**src/rtl/bnn_interface_gen_if.sv**
```systemverilog
// ---------------------------------------------------------------------------
// bnn_interface_gen_if
// Core-side bundle between bnn_interface_gen and the BNN inference core.
//   core_img    : repacked image, channel c at [c*IMG_W*IMG_W +: IMG_W*IMG_W]
//   core_start  : one-cycle launch pulse
//   core_abort  : one-cycle abort pulse
//   core_done   : core result valid (single-cycle pulse)
//   core_result : core class index
// Modports: master = interface block, slave = inference core.
// ---------------------------------------------------------------------------
interface bnn_interface_gen_if #(
    parameter int unsigned IMG_W = 30,
    parameter int unsigned IC    = 1,
    parameter int unsigned RES_W = 4
) ();
    localparam int unsigned IMG_BITS = IC * IMG_W * IMG_W;

    logic [IMG_BITS-1:0] core_img;
    logic                core_start;
    logic                core_abort;
    logic                core_done;
    logic [RES_W-1:0]    core_result;

    modport master (
        output core_img,
        output core_start,
        output core_abort,
        input  core_done,
        input  core_result
    );

    modport slave (
        input  core_img,
        input  core_start,
        input  core_abort,
        output core_done,
        output core_result
    );
endinterface

```
**src/rtl/bnn_interface_gen.sv**
```systemverilog
// ---------------------------------------------------------------------------
// bnn_interface_gen
// Control/data bridge between the image buffer and the BNN inference core.
// Captures a padded image word, drops the low pad bits, launches the core
// with a one-cycle start pulse, supervises completion with a timeout and
// holds a range-checked class result until the host clears it.
//
// Ports:
//   i_clk             : clock, rising edge
//   i_rst_n           : synchronous active-low reset
//   i_img_in          : padded image, pixels in MSBs, pad in [PAD_BITS-1:0]
//   i_img_buffer_full : image buffer holds a complete image
//   i_bnn_enable      : host permits an inference
//   i_bnn_clear       : host acknowledge / abort
//   core_if           : core-side bundle (master modport)
//   o_result_out      : held class result
//   o_result_ready    : o_result_out is valid
//   o_timeout_err     : core did not answer within TIMEOUT_CYCLES
//   o_class_err       : last captured core_result was out of range
//   o_busy            : inference in flight (LAUNCH or WAIT)
//   o_infer_count     : saturating count of completed captures
// All outputs are registered.
// ---------------------------------------------------------------------------
module bnn_interface_gen #(
    parameter int unsigned IMG_W          = 30,
    parameter int unsigned IC             = 1,
    parameter int unsigned PAD_BITS       = 4,
    parameter int unsigned NUM_CLASSES    = 10,
    parameter int unsigned RES_W          = 4,
    parameter int unsigned TIMEOUT_CYCLES = 1024,
    parameter int unsigned COUNT_W        = 16
) (
    input  logic                                i_clk,
    input  logic                                i_rst_n,
    input  logic [IC*IMG_W*IMG_W+PAD_BITS-1:0]  i_img_in,
    input  logic                                i_img_buffer_full,
    input  logic                                i_bnn_enable,
    input  logic                                i_bnn_clear,
    bnn_interface_gen_if.master                 core_if,
    output logic [RES_W-1:0]                    o_result_out,
    output logic                                o_result_ready,
    output logic                                o_timeout_err,
    output logic                                o_class_err,
    output logic                                o_busy,
    output logic [COUNT_W-1:0]                  o_infer_count
);

    localparam int unsigned IMG_BITS = IC * IMG_W * IMG_W;
    localparam int unsigned IN_BITS  = IMG_BITS + PAD_BITS;
    localparam int unsigned TIMER_W  = (TIMEOUT_CYCLES > 1) ? $clog2(TIMEOUT_CYCLES) : 1;

    localparam logic [TIMER_W-1:0] TIMER_LAST  = TIMER_W'(TIMEOUT_CYCLES - 1);
    // One extra bit so the compare stays correct when NUM_CLASSES == 2**RES_W.
    localparam logic [RES_W:0]     CLASS_LIMIT = (RES_W + 1)'(NUM_CLASSES);

    typedef enum logic [2:0] {
        StIdle,
        StLaunch,
        StWait,
        StDone,
        StError
    } state_e;

    state_e               r_state,        w_state_next;
    logic [IMG_BITS-1:0]  r_core_img,     w_core_img_next;
    logic                 r_core_start,   w_core_start_next;
    logic                 r_core_abort,   w_core_abort_next;
    logic [RES_W-1:0]     r_result,       w_result_next;
    logic                 r_ready,        w_ready_next;
    logic                 r_timeout_err,  w_timeout_err_next;
    logic                 r_class_err,    w_class_err_next;
    logic                 r_busy,         w_busy_next;
    logic [COUNT_W-1:0]   r_count,        w_count_next;
    logic [TIMER_W-1:0]   r_timer,        w_timer_next;

    logic                 w_class_oor;
    logic                 w_capture;

    assign w_class_oor = ({1'b0, core_if.core_result} >= CLASS_LIMIT);
    assign w_capture   = i_img_buffer_full && i_bnn_enable;

    // Next-state and next-output logic.
    always_comb begin
        w_state_next       = r_state;
        w_core_img_next    = r_core_img;
        w_core_abort_next  = 1'b0;
        w_result_next      = r_result;
        w_ready_next       = r_ready;
        w_timeout_err_next = r_timeout_err;
        w_class_err_next   = r_class_err;
        w_count_next       = r_count;
        w_timer_next       = r_timer;

        case (r_state)
            StIdle: begin
                w_ready_next = 1'b0;
                if (w_capture) begin
                    w_core_img_next = i_img_in[IN_BITS-1:PAD_BITS];
                    w_state_next    = StLaunch;
                end
            end

            StLaunch: begin
                w_timer_next = '0;
                if (i_bnn_clear) begin
                    w_core_abort_next = 1'b1;
                    w_state_next      = StIdle;
                end else begin
                    w_state_next = StWait;
                end
            end

            StWait: begin
                w_timer_next = r_timer + 1'b1;
                // Priority: host abort, then core completion, then timeout.
                if (i_bnn_clear) begin
                    w_core_abort_next = 1'b1;
                    w_state_next      = StIdle;
                end else if (core_if.core_done) begin
                    w_result_next    = w_class_oor ? '0 : core_if.core_result;
                    w_class_err_next = w_class_oor;
                    w_ready_next     = 1'b1;
                    if (r_count != {COUNT_W{1'b1}}) begin
                        w_count_next = r_count + 1'b1;
                    end
                    w_state_next = StDone;
                end else if (r_timer == TIMER_LAST) begin
                    w_timeout_err_next = 1'b1;
                    w_core_abort_next  = 1'b1;
                    w_state_next       = StError;
                end
            end

            StDone: begin
                if (i_bnn_clear) begin
                    w_ready_next = 1'b0;
                    w_state_next = StIdle;
                end
            end

            StError: begin
                if (i_bnn_clear) begin
                    w_timeout_err_next = 1'b0;
                    w_state_next       = StIdle;
                end
            end

            default: begin
                w_state_next = StIdle;
            end
        endcase

        // Start is high exactly while the FSM sits in LAUNCH.
        w_core_start_next = (w_state_next == StLaunch);
        w_busy_next       = (w_state_next == StLaunch) || (w_state_next == StWait);
    end

    always_ff @(posedge i_clk) begin
        if (!i_rst_n) begin
            r_state       <= StIdle;
            r_core_img    <= '0;
            r_core_start  <= 1'b0;
            r_core_abort  <= 1'b0;
            r_result      <= '0;
            r_ready       <= 1'b0;
            r_timeout_err <= 1'b0;
            r_class_err   <= 1'b0;
            r_busy        <= 1'b0;
            r_count       <= '0;
            r_timer       <= '0;
        end else begin
            r_state       <= w_state_next;
            r_core_img    <= w_core_img_next;
            r_core_start  <= w_core_start_next;
            r_core_abort  <= w_core_abort_next;
            r_result      <= w_result_next;
            r_ready       <= w_ready_next;
            r_timeout_err <= w_timeout_err_next;
            r_class_err   <= w_class_err_next;
            r_busy        <= w_busy_next;
            r_count       <= w_count_next;
            r_timer       <= w_timer_next;
        end
    end

    assign core_if.core_img   = r_core_img;
    assign core_if.core_start = r_core_start;
    assign core_if.core_abort = r_core_abort;

    assign o_result_out   = r_result;
    assign o_result_ready = r_ready;
    assign o_timeout_err  = r_timeout_err;
    assign o_class_err    = r_class_err;
    assign o_busy         = r_busy;
    assign o_infer_count  = r_count;

endmodule

```
**src/flat_wrapper.sv**
```systemverilog
// flat-port wrapper written by rule: the top's interface ports become plain ports
module bnn_interface_gen_flat 
#(
    parameter int unsigned IMG_W          = 30,
    parameter int unsigned IC             = 1,
    parameter int unsigned PAD_BITS       = 4,
    parameter int unsigned NUM_CLASSES    = 10,
    parameter int unsigned RES_W          = 4,
    parameter int unsigned TIMEOUT_CYCLES = 1024,
    parameter int unsigned COUNT_W        = 16
)
  (i_clk, i_rst_n, i_img_in, i_img_buffer_full, i_bnn_enable, i_bnn_clear, o_result_out, o_result_ready, o_timeout_err, o_class_err, o_busy, o_infer_count, core_if_core_img, core_if_core_start, core_if_core_abort, core_if_core_done, core_if_core_result);
  bnn_interface_gen_if #(.IMG_W(IMG_W), .IC(IC), .RES_W(RES_W)) core_if_i ();
  input  logic i_clk;
  input  logic i_rst_n;
  input  logic [IC*IMG_W*IMG_W+PAD_BITS-1:0] i_img_in;
  input  logic i_img_buffer_full;
  input  logic i_bnn_enable;
  input  logic i_bnn_clear;
  output logic [RES_W-1:0] o_result_out;
  output logic o_result_ready;
  output logic o_timeout_err;
  output logic o_class_err;
  output logic o_busy;
  output logic [COUNT_W-1:0] o_infer_count;
  output wire logic [$bits(core_if_i.core_img)-1:0] core_if_core_img;
  output wire logic [$bits(core_if_i.core_start)-1:0] core_if_core_start;
  output wire logic [$bits(core_if_i.core_abort)-1:0] core_if_core_abort;
  input wire logic [$bits(core_if_i.core_done)-1:0] core_if_core_done;
  input wire logic [$bits(core_if_i.core_result)-1:0] core_if_core_result;
  assign core_if_core_img = core_if_i.core_img;
  assign core_if_core_start = core_if_i.core_start;
  assign core_if_core_abort = core_if_i.core_abort;
  assign core_if_i.core_done = core_if_core_done;
  assign core_if_i.core_result = core_if_core_result;
  bnn_interface_gen #(.IMG_W(IMG_W), .IC(IC), .PAD_BITS(PAD_BITS), .NUM_CLASSES(NUM_CLASSES), .RES_W(RES_W), .TIMEOUT_CYCLES(TIMEOUT_CYCLES), .COUNT_W(COUNT_W)) u_core (.i_clk(i_clk), .i_rst_n(i_rst_n), .i_img_in(i_img_in), .i_img_buffer_full(i_img_buffer_full), .i_bnn_enable(i_bnn_enable), .i_bnn_clear(i_bnn_clear), .core_if(core_if_i), .o_result_out(o_result_out), .o_result_ready(o_result_ready), .o_timeout_err(o_timeout_err), .o_class_err(o_class_err), .o_busy(o_busy), .o_infer_count(o_infer_count));
endmodule
```
**config.mk**
```make
export PLATFORM = sky130hd
export DESIGN_NAME = bnn_interface_gen_flat
export DESIGN_NICKNAME = d
export VERILOG_FILES = /design/src/rtl/bnn_interface_gen_if.sv /design/src/rtl/bnn_interface_gen.sv /design/src/flat_wrapper.sv
export SDC_FILE = /design/constraint.sdc
export NUM_CORES = 2
export LEC_CHECK = 0
export BUFFER_PORTS_ARGS = -buffer_cell sky130_fd_sc_hd__buf_2
export CORE_AREA = 2 2 716 718
export CTS_BUF_LIST = sky130_fd_sc_hd__clkbuf_4 sky130_fd_sc_hd__clkbuf_8
export CTS_CLUSTER_DIAMETER = 150
export DETAILED_ROUTE_END_ITERATION = 7
export DIE_AREA = 0 0 718 720
export GPL_TIMING_DRIVEN = 0
export PLACE_DENSITY = 0.3
export SYNTH_ARGS = -nofsm -noshare
export SYNTH_HDL_FRONTEND = slang
export SYNTH_SLANG_ARGS = --single-unit
```
**constraint.sdc**
```tcl
create_clock -name i_clk -period 1.9 [get_ports i_clk]
set_input_delay 0.095 -clock i_clk [delete_from_list [all_inputs] [get_ports i_clk]]
set_output_delay 0.095 -clock i_clk [all_outputs]
set_load 0.02 [all_outputs]
```
-- Yosys cells after proc, flatten, opt, wreduce, memory -nomap -nowiden
Cells that the tools add are included.
- $add $sub $neg: 2
- magnitude comparators: 1
- equality and inequality tests: 14
- mux-type cells: 22
- bitwise operators: 1
- reductions and logical operators: 12
- operators with widths (cell ; number):
    $pmux 10 s2 ; 1
    $add 16x1->16 const B ; 1
    $ne 16x16->1 const B ; 1
    $mux 3 ; 5
    $pmux 3 s4 ; 1
    $add 10x1->10 const B ; 1
    $eq 10x10->1 const B ; 1
    $mux 1 ; 10
    $ne 2x2->1 const B ; 5
    $eq 3x2->1 const B ; 3
    $reduce_and 4->1 ; 2
    $eq 3x1->1 const B ; 2
    $reduce_and 5->1 ; 1
    $ge 4x4->1 const B ; 1
    $mux 4 ; 1
    $pmux 1 s2 ; 2
    $reduce_bool 2->1 ; 2
    $eq 3x3->1 const B ; 1
    $logic_not 3->1 ; 1
    $pmux 1 s3 ; 1
    $reduce_and 3->1 ; 1
    $reduce_bool 3->1 ; 1
    $mux 2 ; 1
    $ne 2x1->1 const B ; 1
    5 further kinds ; 5
- register bits after elaboration: 939
- input port bits: 914
- output and inout bits: 926
- word-level logic and storage cells: 63

-- Logic depth before layout (Yosys ltp)
- depth after elaboration: 7
- mapped depth: 9

-- Worst setup path before layout
Ideal clock, no wire load.
- path kind: reg2reg
- start: register u_core.r_count[11] (netlist: u_core.o_infer_count[11])
- end: register u_core.r_count[5] (netlist: u_core.o_infer_count[5])
- library setup time: 0.132 ns
- arrival time: 1.666 ns
- required time: 1.768 ns
- slack: 0.102 ns
- cell stages (with the launch flop): 5
- cells stage by stage: dfxtp_1 -> nand4_1 -> nor4_1 -> or4_1 -> a21oi_1
- cells in the longest elaborated chain, start to end: 2
- ends and longest elaborated chain (what ; RTL line ; source):
    start, declared ; bnn_interface_gen.sv:73 ; logic [COUNT_W-1:0] r_count, w_count_next;
    start signal, assigned ; bnn_interface_gen.sv:181 ; r_count <= w_count_next;
    $ne 16x16->1 ; bnn_interface_gen.sv:123 ; if (r_count != {COUNT_W{1'b1}}) begin
    $reduce_and 4->1 (no source line) ; -- ;
Every way passes these cells.
A chain may end at the register's enable or synchronous reset.

-- Worst setup path after layout
- start: register u_core.r_state[0]
- end: register u_core.r_core_img[168] (netlist: u_core.core_if.core_img[168])
- cells in the longest elaborated chain, start to end: 2
- ends and longest elaborated chain (what ; RTL line ; source):
    start, declared ; bnn_interface_gen.sv:64 ; state_e r_state, w_state_next;
    start signal, assigned ; bnn_interface_gen.sv:160 ; r_state <= StIdle;
    start signal, assigned ; bnn_interface_gen.sv:172 ; r_state <= w_state_next;
    $logic_not 3->1 ; bnn_interface_gen.sv:94 ; case (r_state)
    $reduce_and 2->1 (no source line) ; -- ;
    end signal, assigned ; bnn_interface_gen.sv:173 ; r_core_img <= w_core_img_next;
    end, declared ; bnn_interface_gen.sv:65 ; logic [IMG_BITS-1:0] r_core_img, w_core_img_next;
Every way passes these cells.

==> out/qor.csv <==
stage,metric,value,unit
synth,synthTopCellsByArea,"dfxtp_1 57%, nand2_1 21%, a21oi_1 14%",
sta,worst_pin_slew,1.19,ns
global_route,overflow,0,
clocking,cts-root-buf,clkbuf_8,
sta,fin_crit_sh,1.11,
sta,fin_ws,-0.214,ns
die,die_w,718,um
die,die_h,720,um
placement,gp_congestion,1.05,
synth,seq_area_frac_synth,0.566,
routing,drc,0,
finish,drive_gt1_frac,0.324,
synth,synthTopCellsByCount,"1826 x nand2_1, 939 x dfxtp_1, 931 x a21oi_1",
power_and_ir_drop,combPwrFrac,0.208,
critical_path,worstPathRequired,2.79,ns
critical_path,cp.depth,9,
global_route,track_usage,0.159,
clocking,cts_buffers,211,
global_route,antenna_found_initial,372,
critical_path,arrival,3.00,ns
synth,synth.avg_cell_area,8.00,um^2
sta,finalSetupViolations,902,
critical_path,r2r_slack,-0.21,ns
outcome,status,"finished, violations left",
clocking,cts.sinks,939,
critical_path,worstSetupStartpointType,register,
finish,nFillCells,58743,
routing,num_vias,47054,
min_path,whs_path_depth,4,
power_and_ir_drop,power,59.5,mW
synth,yosysMostFrequentCell,nand2_1,
global_route,grt_pass1_vias,46356,
synth,ys_async_sr_fraction,0,
critical_path,cpPeakStageDelay,0.33,ns
synth,syn_inst,4153,
synth,synth_top_area_frac,0.566,
routing,postRouteAntennaNets,0,
job,maxCapViolCount,0,
synth,synth_ff_type,dfxtp_1,
critical_path,worstSetupPathType,register to register,
power_and_ir_drop,power_switching_share,0.322,
critical_path,crit_chain,or2_4 > nor3_4 > clkbuf_16 > buf_16 > buf_16 > buf_16 > buf_8 > nand2_4 > a21oi_1,
critical_path,slowest_stage,dfxtp_2,
placement,dp_slack,-1.85,ns
global_route,grt_max_degree,16,
die,io_pins,1840,
routing,drt_first_pass_iters,5,
clocking,cts_max_path_buffers,4,
power_and_ir_drop,p_clk_frac,0.435,
power_and_ir_drop,seqPwrFrac,0.357,
finish,instances_no_fill,15056,
power_and_ir_drop,p_per_area,782,nW/um^2
routing,via_per_inst,3.13,
placement,io_buffers,1833,
min_path,holdPathEnd,u_core.core_if.core_img[54],
sta,fmax,0.473,GHz
critical_path,cp_max_fo,6,
sta,rsz0062_at_grt,true,
die,core_area,508000,um^2
power_and_ir_drop,peakVddDrop,0.000498,V
clocking,clk_latency,1.04,ns
synth,synth_warnings,0,
outcome,violations,setup timing,
critical_path,worst-path-buf-inv,5,
finish,multi_input_area,13200,um^2
min_path,hp-start,i_img_in[58],
synth,syn_nets,5069,
finish,register_area,18800,um^2
sta,drv_slew,0,
routing,first_iter_violations,2735,
clocking,h-tree-depth,4,
critical_path,crit_family,buffers and inverters,
sta,tns,-82.81,ns
critical_path,r2r_cells,9,
sta,max_slew_margin,0.207,
power_and_ir_drop,switching_power,19.2,mW
routing,routed_wl,432000,um
sta,min_period,2.11,ns
synth,syn-cell-area,33200,um^2
sta,finClkSkew,0.0424,ns
routing,routedWlPerCell,28.7,um
min_path,holdCritPathClass,primary input to register,
global_route,grt_first_pass_wirelength,531000,um
critical_path,rr_endpoint,u_core.core_if.core_img[168],
power_and_ir_drop,p_int,40.3,mW
sta,hold_viol,0,
die,floorplan.initialDensity,0.0653,
synth,synth-edff-count,0,
placement,dp_cells,12723,
critical_path,cpMostUsedCell,buf_16,
synth,synth-seq-cells,939,
synth,synth_top_area_cell,dfxtp_1,
critical_path,r2r_start,u_core.r_state[0],
power_and_ir_drop,power.leakage,31.4,nW
finish,area_delta_synth_final,129,%
clocking,clk_pin_slew,0.06,ns
synth,synth.distinct_cells,48,
critical_path,endpoint_kind,register,
die,rows,262,
placement,dpl.hpwl,375000,um
die,dieArea,517000,um^2
finish,final_net_count,8949,
clocking,cts_tree,done,
-- area by class of cell --
cell class,count,area share
multi-input combinational,2891,0.174
timing repair buffer,3670,0.368
clock buffer,323,0.0527
tap,6732,0.111
buffer,312,0.0358
clock inverter,40,0.00663
sequential,939,0.247
inverter,8,0.000411
antenna,141,0.00464
-- power by group through the flow --
stage	Sequential, mW	Combinational (mW)	Clock, mW
floorplan	22.6	2.11	0
global placement	21.6	8.32	0
detailed placement	21.6	8.32	0
CTS	21.2	12.3	27.1
global route	21.3	13.2	27.9
finish	21.2	12.4	25.9
-- stage by stage --
stage	cell area, um^2	utilization	hold slack, ns
CTS	74300	0.146	-0.797
detailed placement	50900	0.100	0.341
global route	75900	0.149	0.0313
global placement	50800	0.0999	0.338
finish	76100	0.150	0.125
floorplan	33200	-	0.231
-- how the worst max path moves through the flow --
stage                                               to                startpoint  slack [ns]
after floorplan                u_core.o_infer_count[5]  u_core.o_infer_count[11]        0.10
after global placement    u_core.core_if.core_img[846]                   i_rst_n       -3.76
after detailed placement  u_core.core_if.core_img[138]         u_core.r_state[0]       -1.85
after CTS                 u_core.core_if.core_img[167]         u_core.r_state[0]       -0.40
after global routing      u_core.core_if.core_img[190]         u_core.r_state[2]       -0.27
final                     u_core.core_if.core_img[168]         u_core.r_state[0]       -0.21
-- metal layers --
layer / wire length, um / vias up / track usage
li1: - / 21465 / -
met2: 198000 / 2145 / 0.265
met1: 173000 / 22453 / 0.185
met3: 44400 / 847 / 0.0716
met4: 14800 / 144 / 0.0395
met5: 1380 / - / 0.00222
-- sequential cells by signal, indices dropped and copies added, names as in the netlist --
| name | count |
|---|---|
| u_core.r_timer | 10 |
| u_core.core_if.core_abort | 1 |
| u_core.o_infer_count | 16 |
| u_core.o_class_err | 1 |
| u_core.o_result_ready | 1 |
| u_core.o_busy | 1 |
| u_core.r_state | 3 |
| u_core.o_result_out | 4 |
| u_core.core_if.core_img | 900 |
| u_core.o_timeout_err | 1 |
| u_core.core_if.core_start | 1 |
-- worst min-delay path: cells and delay by family --
kind | cells | cell delay [ns]
buf+inv | 2 | 0.77
simple gates | 1 | 0.13
compound gates | 1 | 0.08
-- kinds of logic (layout without fill, tap and decap cells) --
logic type | after synthesis | count (layout) | synth area share
compound gates | 980 | 980 | 0.151
mux | 5 | 5 | 0.00151
fa+ha+maj | 2 | 2 | 0.000754
simple gates | 1903 | 1903 | 0.220
xor+xnor | 1 | 1 | 0.000264
other cells | 0 | 141 | 0
buf+inv | 323 | 4353 | 0.0607
flops | 939 | 939 | 0.566
-- cells in the final DEF, fill, tap and decap left out, types with 4 or more instances in the layout --
cell type,instances
clkinvlp_4,5
or3_1,4
o41ai_1,5
buf_4,37
inv_1,7
mux2i_1,5
nor2_1,11
dfxtp_1,933
o21ai_0,16
nor3_1,6
nand2_1,1710
nor4_1,4
nand4_1,7
buf_16,11
clkbuf_8,254
clkbuf_1,101
clkbuf_16,20
clkbuf_4,81
nand2b_1,6
and2_1,4
nand2_4,45
dfxtp_4,4
dlygate4sd3_1,1793
o31ai_1,9
a21oi_2,71
clkbuf_2,6
buf_8,17
buf_12,32
clkinv_2,19
buf_6,86
or4_1,6
bufinv_16,9
nand3_1,11
diode_2,141
a21oi_1,860
buf_2,1864
nand2_2,71
-- repair_timing --
action                                  4_1_cts  5_1_grt
setup buffers                                11        7
hold buffers                               1789        4
cloned                                        4       19
gates resized for setup                     211      279
endpoints found under the setup margin     1260     1124
hold endpoints to repair                    928        3
pin swaps                                     2       75
No activity file was read; power rests on OpenSTA's default activity.
